**src/rtl/dm_port_arbiter_pkg.sv**
```systemverilog
// Shared constants and types for the two-port data-memory arbiter.
package dm_arb_pkg;
  localparam int AW_DEF = 11;
  localparam int DW_DEF = 32;

  localparam logic REQ_PIPE = 1'b0;
  localparam logic REQ_DBG  = 1'b1;

  typedef struct packed {
    logic              we;
    logic [AW_DEF-1:0] addr;
    logic [DW_DEF-1:0] wdata;
  } dm_access_t;
endpackage

```
**src/rtl/dm_port_arbiter_if.sv**
```systemverilog
// One requester's access/response bundle; master = requester, slave = arbiter.
interface dm_req_if
  import dm_arb_pkg::*;
#(
    parameter int AW = AW_DEF,
    parameter int DW = DW_DEF
);
    logic          req;
    logic          we;
    logic          lock;
    logic [AW-1:0] addr;
    logic [DW-1:0] wdata;
    logic          gnt;
    logic          rvalid;
    logic [DW-1:0] rdata;

    modport master (output req, we, lock, addr, wdata, input gnt, rvalid, rdata);
    modport slave  (input req, we, lock, addr, wdata, output gnt, rvalid, rdata);
endinterface

```
**src/rtl/dm_port_arbiter_rr2.sv**
```systemverilog
// Two-way round-robin grant with a bounded lock that lets one requester burst.
module dm_arb_rr2
  import dm_arb_pkg::*;
#(
    parameter int MAX_LOCK = 8
) (
    input  logic       clk,
    input  logic       rst_n,
    input  logic [1:0] req,
    input  logic [1:0] lock,
    output logic [1:0] gnt
);
    localparam int CW = $clog2(MAX_LOCK + 1);
    localparam logic [CW-1:0] CNT_LIM = CW'(MAX_LOCK - 1);

    logic          last_gnt;
    logic          lock_owner_v;
    logic          lock_owner;
    logic [CW-1:0] lock_cnt;
    logic          win_id;
    logic          win_lock;

    always_comb begin
        // NOTE: every output of a combinational block gets a default first so no latch is inferred.
        gnt = 2'b00;
        if (rst_n) begin
            if (&req) begin
                if (lock_owner_v) gnt[lock_owner] = 1'b1;
                else if (last_gnt == REQ_PIPE) gnt[REQ_DBG] = 1'b1;
                else gnt[REQ_PIPE] = 1'b1;
            end else begin
                gnt = req;
            end
        end
    end

    assign win_id   = gnt[REQ_DBG];
    assign win_lock = win_id ? lock[REQ_DBG] : lock[REQ_PIPE];

    always_ff @(posedge clk) begin
        // NOTE: state registers use non-blocking assignments so every flop samples pre-edge values.
        if (!rst_n) begin
            last_gnt     <= REQ_DBG;
            lock_owner_v <= 1'b0;
            lock_owner   <= REQ_PIPE;
            lock_cnt     <= '0;
        end else begin
            if (|gnt) last_gnt <= win_id;
            // The lock ages out after MAX_LOCK grants so the other side cannot starve.
            if ((|gnt) && win_lock && (lock_cnt < CNT_LIM)) begin
                lock_owner_v <= 1'b1;
                lock_owner   <= win_id;
                lock_cnt     <= lock_cnt + CW'(1);
            end else begin
                lock_owner_v <= 1'b0;
                lock_cnt     <= '0;
            end
        end
    end
endmodule

```
**src/rtl/dm_port_arbiter.sv**
```systemverilog
// Pipeline/debug arbiter in front of a single-port RAM2Kx32 with active-low pins.
// Optional grant/conflict counters are enabled with `define DM_ARB_STATS_EN.
module dm_port_arbiter
  import dm_arb_pkg::*;
#(
    parameter int AW       = AW_DEF,
    parameter int DW       = DW_DEF,
    parameter int MAX_LOCK = 8
) (
    input  logic          clk,
    input  logic          rst_n,
    dm_req_if.slave       p0,
    dm_req_if.slave       p1,
    output logic [AW-1:0] ram_a,
    output logic [DW-1:0] ram_d,
    output logic          ram_cen,
    output logic          ram_wen,
    output logic          ram_oen,
    input  logic [DW-1:0] ram_q
`ifdef DM_ARB_STATS_EN
    ,
    output logic [15:0]   stat_gnt0,
    output logic [15:0]   stat_gnt1,
    output logic [15:0]   stat_conflict
`endif
);
    logic [1:0] gnt;
    logic       rd_pend_v;
    logic       rd_pend_id;
    logic       rvalid_act;

    dm_arb_rr2 #(.MAX_LOCK(MAX_LOCK)) u_rr2 (
        .clk   (clk),
        .rst_n (rst_n),
        .req   ({p1.req, p0.req}),
        .lock  ({p1.lock, p0.lock}),
        .gnt   (gnt)
    );

    assign p0.gnt  = gnt[REQ_PIPE];
    assign p1.gnt  = gnt[REQ_DBG];
    assign ram_cen = ~(|gnt);

    always_comb begin
        ram_a   = '0;
        ram_d   = '0;
        ram_wen = 1'b1;
        if (gnt[REQ_PIPE]) begin
            ram_a   = p0.addr;
            ram_d   = p0.wdata;
            ram_wen = ~p0.we;
        end else if (gnt[REQ_DBG]) begin
            ram_a   = p1.addr;
            ram_d   = p1.wdata;
            ram_wen = ~p1.we;
        end
    end

    always_ff @(posedge clk) begin
        if (!rst_n) begin
            rd_pend_v  <= 1'b0;
            rd_pend_id <= REQ_PIPE;
        end else begin
            rd_pend_v  <= (gnt[REQ_PIPE] & ~p0.we) | (gnt[REQ_DBG] & ~p1.we);
            rd_pend_id <= gnt[REQ_DBG];
        end
    end

    // A read granted just before reset must not surface while reset is held.
    assign rvalid_act = rd_pend_v & rst_n;
    assign ram_oen    = ~rvalid_act;
    assign p0.rvalid  = rvalid_act & (rd_pend_id == REQ_PIPE);
    assign p1.rvalid  = rvalid_act & (rd_pend_id == REQ_DBG);
    assign p0.rdata   = p0.rvalid ? ram_q : '0;
    assign p1.rdata   = p1.rvalid ? ram_q : '0;

`ifdef DM_ARB_STATS_EN
    always_ff @(posedge clk) begin
        if (!rst_n) begin
            stat_gnt0     <= '0;
            stat_gnt1     <= '0;
            stat_conflict <= '0;
        end else begin
            if (gnt[REQ_PIPE] && (stat_gnt0 != 16'hFFFF)) stat_gnt0 <= stat_gnt0 + 16'd1;
            if (gnt[REQ_DBG] && (stat_gnt1 != 16'hFFFF)) stat_gnt1 <= stat_gnt1 + 16'd1;
            if (p0.req && p1.req && (stat_conflict != 16'hFFFF))
                stat_conflict <= stat_conflict + 16'd1;
        end
    end
`endif
endmodule

```
**src/flat_wrapper.sv**
```systemverilog
// flat-port wrapper written by rule: the top's interface ports become plain ports
module dm_port_arbiter_flat import dm_arb_pkg::*;
#(
    parameter int AW       = AW_DEF,
    parameter int DW       = DW_DEF,
    parameter int MAX_LOCK = 8
)
  (clk, rst_n, ram_a, ram_d, ram_cen, ram_wen, ram_oen, ram_q, p0_req, p0_we, p0_lock, p0_addr, p0_wdata, p0_gnt, p0_rvalid, p0_rdata, p1_req, p1_we, p1_lock, p1_addr, p1_wdata, p1_gnt, p1_rvalid, p1_rdata);
  dm_req_if #(.AW(AW), .DW(DW)) p0_i ();
  dm_req_if #(.AW(AW), .DW(DW)) p1_i ();
  input  logic clk;
  input  logic rst_n;
  output logic [AW-1:0] ram_a;
  output logic [DW-1:0] ram_d;
  output logic ram_cen;
  output logic ram_wen;
  output logic ram_oen;
  input  logic [DW-1:0] ram_q;
  input wire logic [$bits(p0_i.req)-1:0] p0_req;
  input wire logic [$bits(p0_i.we)-1:0] p0_we;
  input wire logic [$bits(p0_i.lock)-1:0] p0_lock;
  input wire logic [$bits(p0_i.addr)-1:0] p0_addr;
  input wire logic [$bits(p0_i.wdata)-1:0] p0_wdata;
  output wire logic [$bits(p0_i.gnt)-1:0] p0_gnt;
  output wire logic [$bits(p0_i.rvalid)-1:0] p0_rvalid;
  output wire logic [$bits(p0_i.rdata)-1:0] p0_rdata;
  input wire logic [$bits(p1_i.req)-1:0] p1_req;
  input wire logic [$bits(p1_i.we)-1:0] p1_we;
  input wire logic [$bits(p1_i.lock)-1:0] p1_lock;
  input wire logic [$bits(p1_i.addr)-1:0] p1_addr;
  input wire logic [$bits(p1_i.wdata)-1:0] p1_wdata;
  output wire logic [$bits(p1_i.gnt)-1:0] p1_gnt;
  output wire logic [$bits(p1_i.rvalid)-1:0] p1_rvalid;
  output wire logic [$bits(p1_i.rdata)-1:0] p1_rdata;
  assign p0_i.req = p0_req;
  assign p0_i.we = p0_we;
  assign p0_i.lock = p0_lock;
  assign p0_i.addr = p0_addr;
  assign p0_i.wdata = p0_wdata;
  assign p0_gnt = p0_i.gnt;
  assign p0_rvalid = p0_i.rvalid;
  assign p0_rdata = p0_i.rdata;
  assign p1_i.req = p1_req;
  assign p1_i.we = p1_we;
  assign p1_i.lock = p1_lock;
  assign p1_i.addr = p1_addr;
  assign p1_i.wdata = p1_wdata;
  assign p1_gnt = p1_i.gnt;
  assign p1_rvalid = p1_i.rvalid;
  assign p1_rdata = p1_i.rdata;
  dm_port_arbiter #(.AW(AW), .DW(DW), .MAX_LOCK(MAX_LOCK)) u_core (.clk(clk), .rst_n(rst_n), .p0(p0_i), .p1(p1_i), .ram_a(ram_a), .ram_d(ram_d), .ram_cen(ram_cen), .ram_wen(ram_wen), .ram_oen(ram_oen), .ram_q(ram_q));
endmodule
```
**config.mk**
```make
export PLATFORM = sky130hd
export DESIGN_NAME = dm_port_arbiter_flat
export DESIGN_NICKNAME = d
export VERILOG_FILES = /design/src/rtl/dm_port_arbiter_pkg.sv /design/src/rtl/dm_port_arbiter_if.sv /design/src/rtl/dm_port_arbiter_rr2.sv /design/src/rtl/dm_port_arbiter.sv /design/src/flat_wrapper.sv
export SDC_FILE = /design/constraint.sdc
export NUM_CORES = 1
export LEC_CHECK = 0
export ABC_AREA = 0
export CAP_MARGIN = 20
export CELL_PAD_IN_SITES_DETAIL_PLACEMENT = 0
export CELL_PAD_IN_SITES_GLOBAL_PLACEMENT = 1
export CORE_MARGIN = 4
export CORE_UTILIZATION = 12
export CTS_BUF_LIST = sky130_fd_sc_hd__clkbuf_4
export CTS_CLUSTER_DIAMETER = 150
export DETAILED_ROUTE_END_ITERATION = 7
export GPL_TIMING_DRIVEN = 0
export PLACE_DENSITY = 0.89
export SYNTH_ARGS = -nofsm -noshare
export SYNTH_HDL_FRONTEND = slang
export SYNTH_SLANG_ARGS = --single-unit
```
**constraint.sdc**
```tcl
create_clock -name clk -period 3.25 [get_ports clk]
set_input_delay 0.8125 -clock clk [delete_from_list [all_inputs] [get_ports clk]]
set_output_delay 0.8125 -clock clk [all_outputs]
set_load 0.1 [all_outputs]
```
==> results.py <==
metrics = {
    "floorplanning": {
        "die_x_um": 111.0,
        "row_count": 37,
        "die_area_sq_um": 12320,
        "initial_utilization_pct": 12.33,
        "boundaryPins": 240,
        "die_h_um": 111.0,
        "core_sq_um": 10320,
    },
    "critical_path": {
        "max_stage_delay_ns": 0.86,
        "path_buf_inv": 2,
        "worstPathCellList": "buf_2 > and3_1 > and2_1 > dlygate4sd2_1",
        "r2r_cells": 6,
        "rr_endpoint": "u_core.u_rr2.lock_owner",
        "critPathKind": "primary input to output port",
        "crit_arrival_ns": 2.34,
        "critPathSlowestCell": "dlygate4sd2_1",
        "worstPathRequired_ns": 2.44,
        "cp_max_fo": 9,
        "rr_startpoint": "u_core.u_rr2.lock_owner",
        "crit_family": "buffers and inverters",
        "cp-start-kind": "primary input",
        "endpoint_kind": "output port",
        "reg2reg_slack_ns": 1.93,
    },
    "clock_tree": {
        "cts-root-buf": "clkbuf_4",
        "clock_path_buffers": 2,
        "cts.sinks": 9,
        "cts-buffers-inserted": 3,
        "path_clk_slew_ns": 0.06,
        "clock_latency_ns": 0.26,
        "cts_tree": "built",
        "htreeDepth": 1,
    },
    "status": {
        "status": "finished clean",
    },
    "synthesis": {
        "avgSynthCellArea_sq_um": 7.574,
        "syn_inst": 168,
        "syn_nets": 295,
        "ys_ff_latch": 9,
        "netlist_area_sq_um": 1272,
        "yosysTopAreaCell": "and2_1",
        "yosysTopAreaCellShare_pct": 31.47,
        "synth_cell_types": 28,
        "ys_seq_area_share_pct": 14.16,
        "yosys_warnings": 0,
        "synth_area_leaders": "and2_1 31%, a22o_1 30%, dfxtp_1 14%",
    },
    "routing": {
        "wirelength_mm": 8.090,
        "drtIter0Drc": 119,
        "post_drt_wl_per_cell_um": 14.79,
        "drc_errors": 0,
        "vias_per_cell": 4.128,
        "first_pass_iters": 4,
        "vias": 2258,
        "ant_nets": 0,
    },
    "run": {
        "maxCapViolCount": 0,
    },
    "layout": {
        "final_area_sq_um": 3800,
        "antenna_cells": 0,
        "layout_commonest_cell": "clkdlybuf4s50_1",
        "drive_above_1_share_pct": 44.28,
        "mostFrequentLayoutCells": "123 x clkdlybuf4s50_1, 54 x buf_2, 35 x a22o_1",
        "area_growth_pct": 198.6,
        "nNetsFinal": 539,
        "final_cells": 547,
    },
    "timing": {
        "skew_ns": 0.001665,
        "rsz0062_at_grt": "no",
        "period_share_pct": 97.07,
        "hold_ws_ns": 0.4526,
        "setup_viol": 0,
        "hold_viol": 0,
        "period_minus_slack_ns": 3.155,
        "slew_headroom_pct": 32.26,
        "finalSetupTns_ns": 0,
        "max_freq_mhz": 317.0,
        "tightest_slew_ns": 1.013,
        "finalMaxSlewViolations": 0,
    },
    "min_path": {
        "hold_path.class": "flip-flop to flip-flop",
        "min_path_cells": 1,
        "hold_start": "u_core.u_rr2.lock_cnt[3]",
        "whs_endpoint": "u_core.u_rr2.lock_cnt[2]",
    },
    "power_and_ir_drop": {
        "power.density_nw_per_um2": 276.2,
        "p_leak_uw": 0.001814,
        "totalPowerFinal_uw": 1050,
        "peakVddDrop_mv": 0.2145,
    },
    "placed_design": {
        "dp_cells": 542,
        "dpl-instance-area_sq_um": 3909,
        "finalWeightedCongestion": 0.8911,
        "place_hpwl_mm": 7.295,
        "io_buffers": 238,
    },
    "grt": {
        "grt_use_total_pct": 11.88,
        "antenna_found_initial": 0,
        "grt_max_degree": 11,
        "grt-ovfl-total": 0,
        "grt_pass1_vias": 2374,
        "grt_pass1_wl_mm": 12.12,
    },
}
[registers in the layout, summed over array words and instances (netlist names)]
name / flops
u_core.rd_pend_id: 1
u_core.rd_pend_v: 1
u_core.u_rr2.last_gnt: 1
u_core.u_rr2.lock_cnt: 4
u_core.u_rr2.lock_owner: 1
u_core.u_rr2.lock_owner_v: 1
[timing repair]
item / in CTS / in global routing
gates resized for setup: 574 / 43
gates cloned: 0 / 0
pin swaps: 0 / 0
hold buffers: 0 / 0
setup buffers: 1 / 0
setup endpoints to repair: 113 / 64
[metrics by stage]
stage,setup WS (ns),utilization [%]
detailed placement,-0.9747,37.86
CTS,-0.006437,37.89
global placement,-0.9735,37.86
floorplan,-0.1662,-
global route,0.003896,36.81
finish,0.09524,36.81
[kinds of logic (layout without fill, tap and decap cells)]
group | Yosys count | count (layout) | share of synthesized area (%)
AND/OR/NAND/NOR | 85 | 85 | 40.41
flip-flops | 9 | 9 | 14.16
AO/OA/AOI/OAI | 53 | 53 | 35.20
buffers and inverters | 19 | 262 | 8.554
adder cells (fa/ha/maj) | 1 | 1 | 0.9831
XOR/XNOR | 1 | 1 | 0.6884
[where the power goes]
group / switching, uW / internal, uW
Combinational: 547 / 288
Sequential: 3.77 / 116
Clock: 39.6 / 55.7
[layout make-up]
type,instances,area (sq um)
Tap cell,136,170.2
Fill cell,1087,6524
Sequential cell,9,180.2
Inverter,3,11.26
Clock buffer,4,30.03
Buffer,16,105.1
Timing Repair Buffer,239,2227
Multi-Input combinational cell,140,1076
[worst max path at each step]
stage                       from            to  slack [ns]  cells past startpoint
after floorplan            rst_n  p0_rdata[22]       -0.17                      5
after global placement    p0_req     ram_d[23]       -0.97                      8
after detailed placement  p0_req     ram_d[28]       -0.97                      8
after CTS                 p1_req     ram_d[28]      -0.006                      8
after global routing      p0_req      ram_a[3]       0.004                      8
final                      rst_n  p1_rdata[31]         0.1                      4
[metal layers]
layer | track usage (%) | share of wire, % | vias up
li1 | - | - | 1091
met1 | 11.30 | 34 | 988
met2 | 24.31 | 53 | 172
met3 | 3.821 | 11 | 7
met4 | 2.545 | 1.2 | 0
met5 | 0 | 0 | -
[synthesized netlist by cell type (all sizes together)]
master	number
and2	64
a22o	43
buf	10
dfxtp	9
clkbuf	6
nand3	5
nand2	4
nor2	4
inv	3
nor3	3
a21oi	2
and3	2
nand2b	2
a21bo	1
a21o	1
a22oi	1
a31oi	1
a41o	1
a41oi	1
ha	1
nor2b	1
o21ai	1
o22ai	1
xnor2	1
No activity file was read; power rests on OpenSTA's default activity.
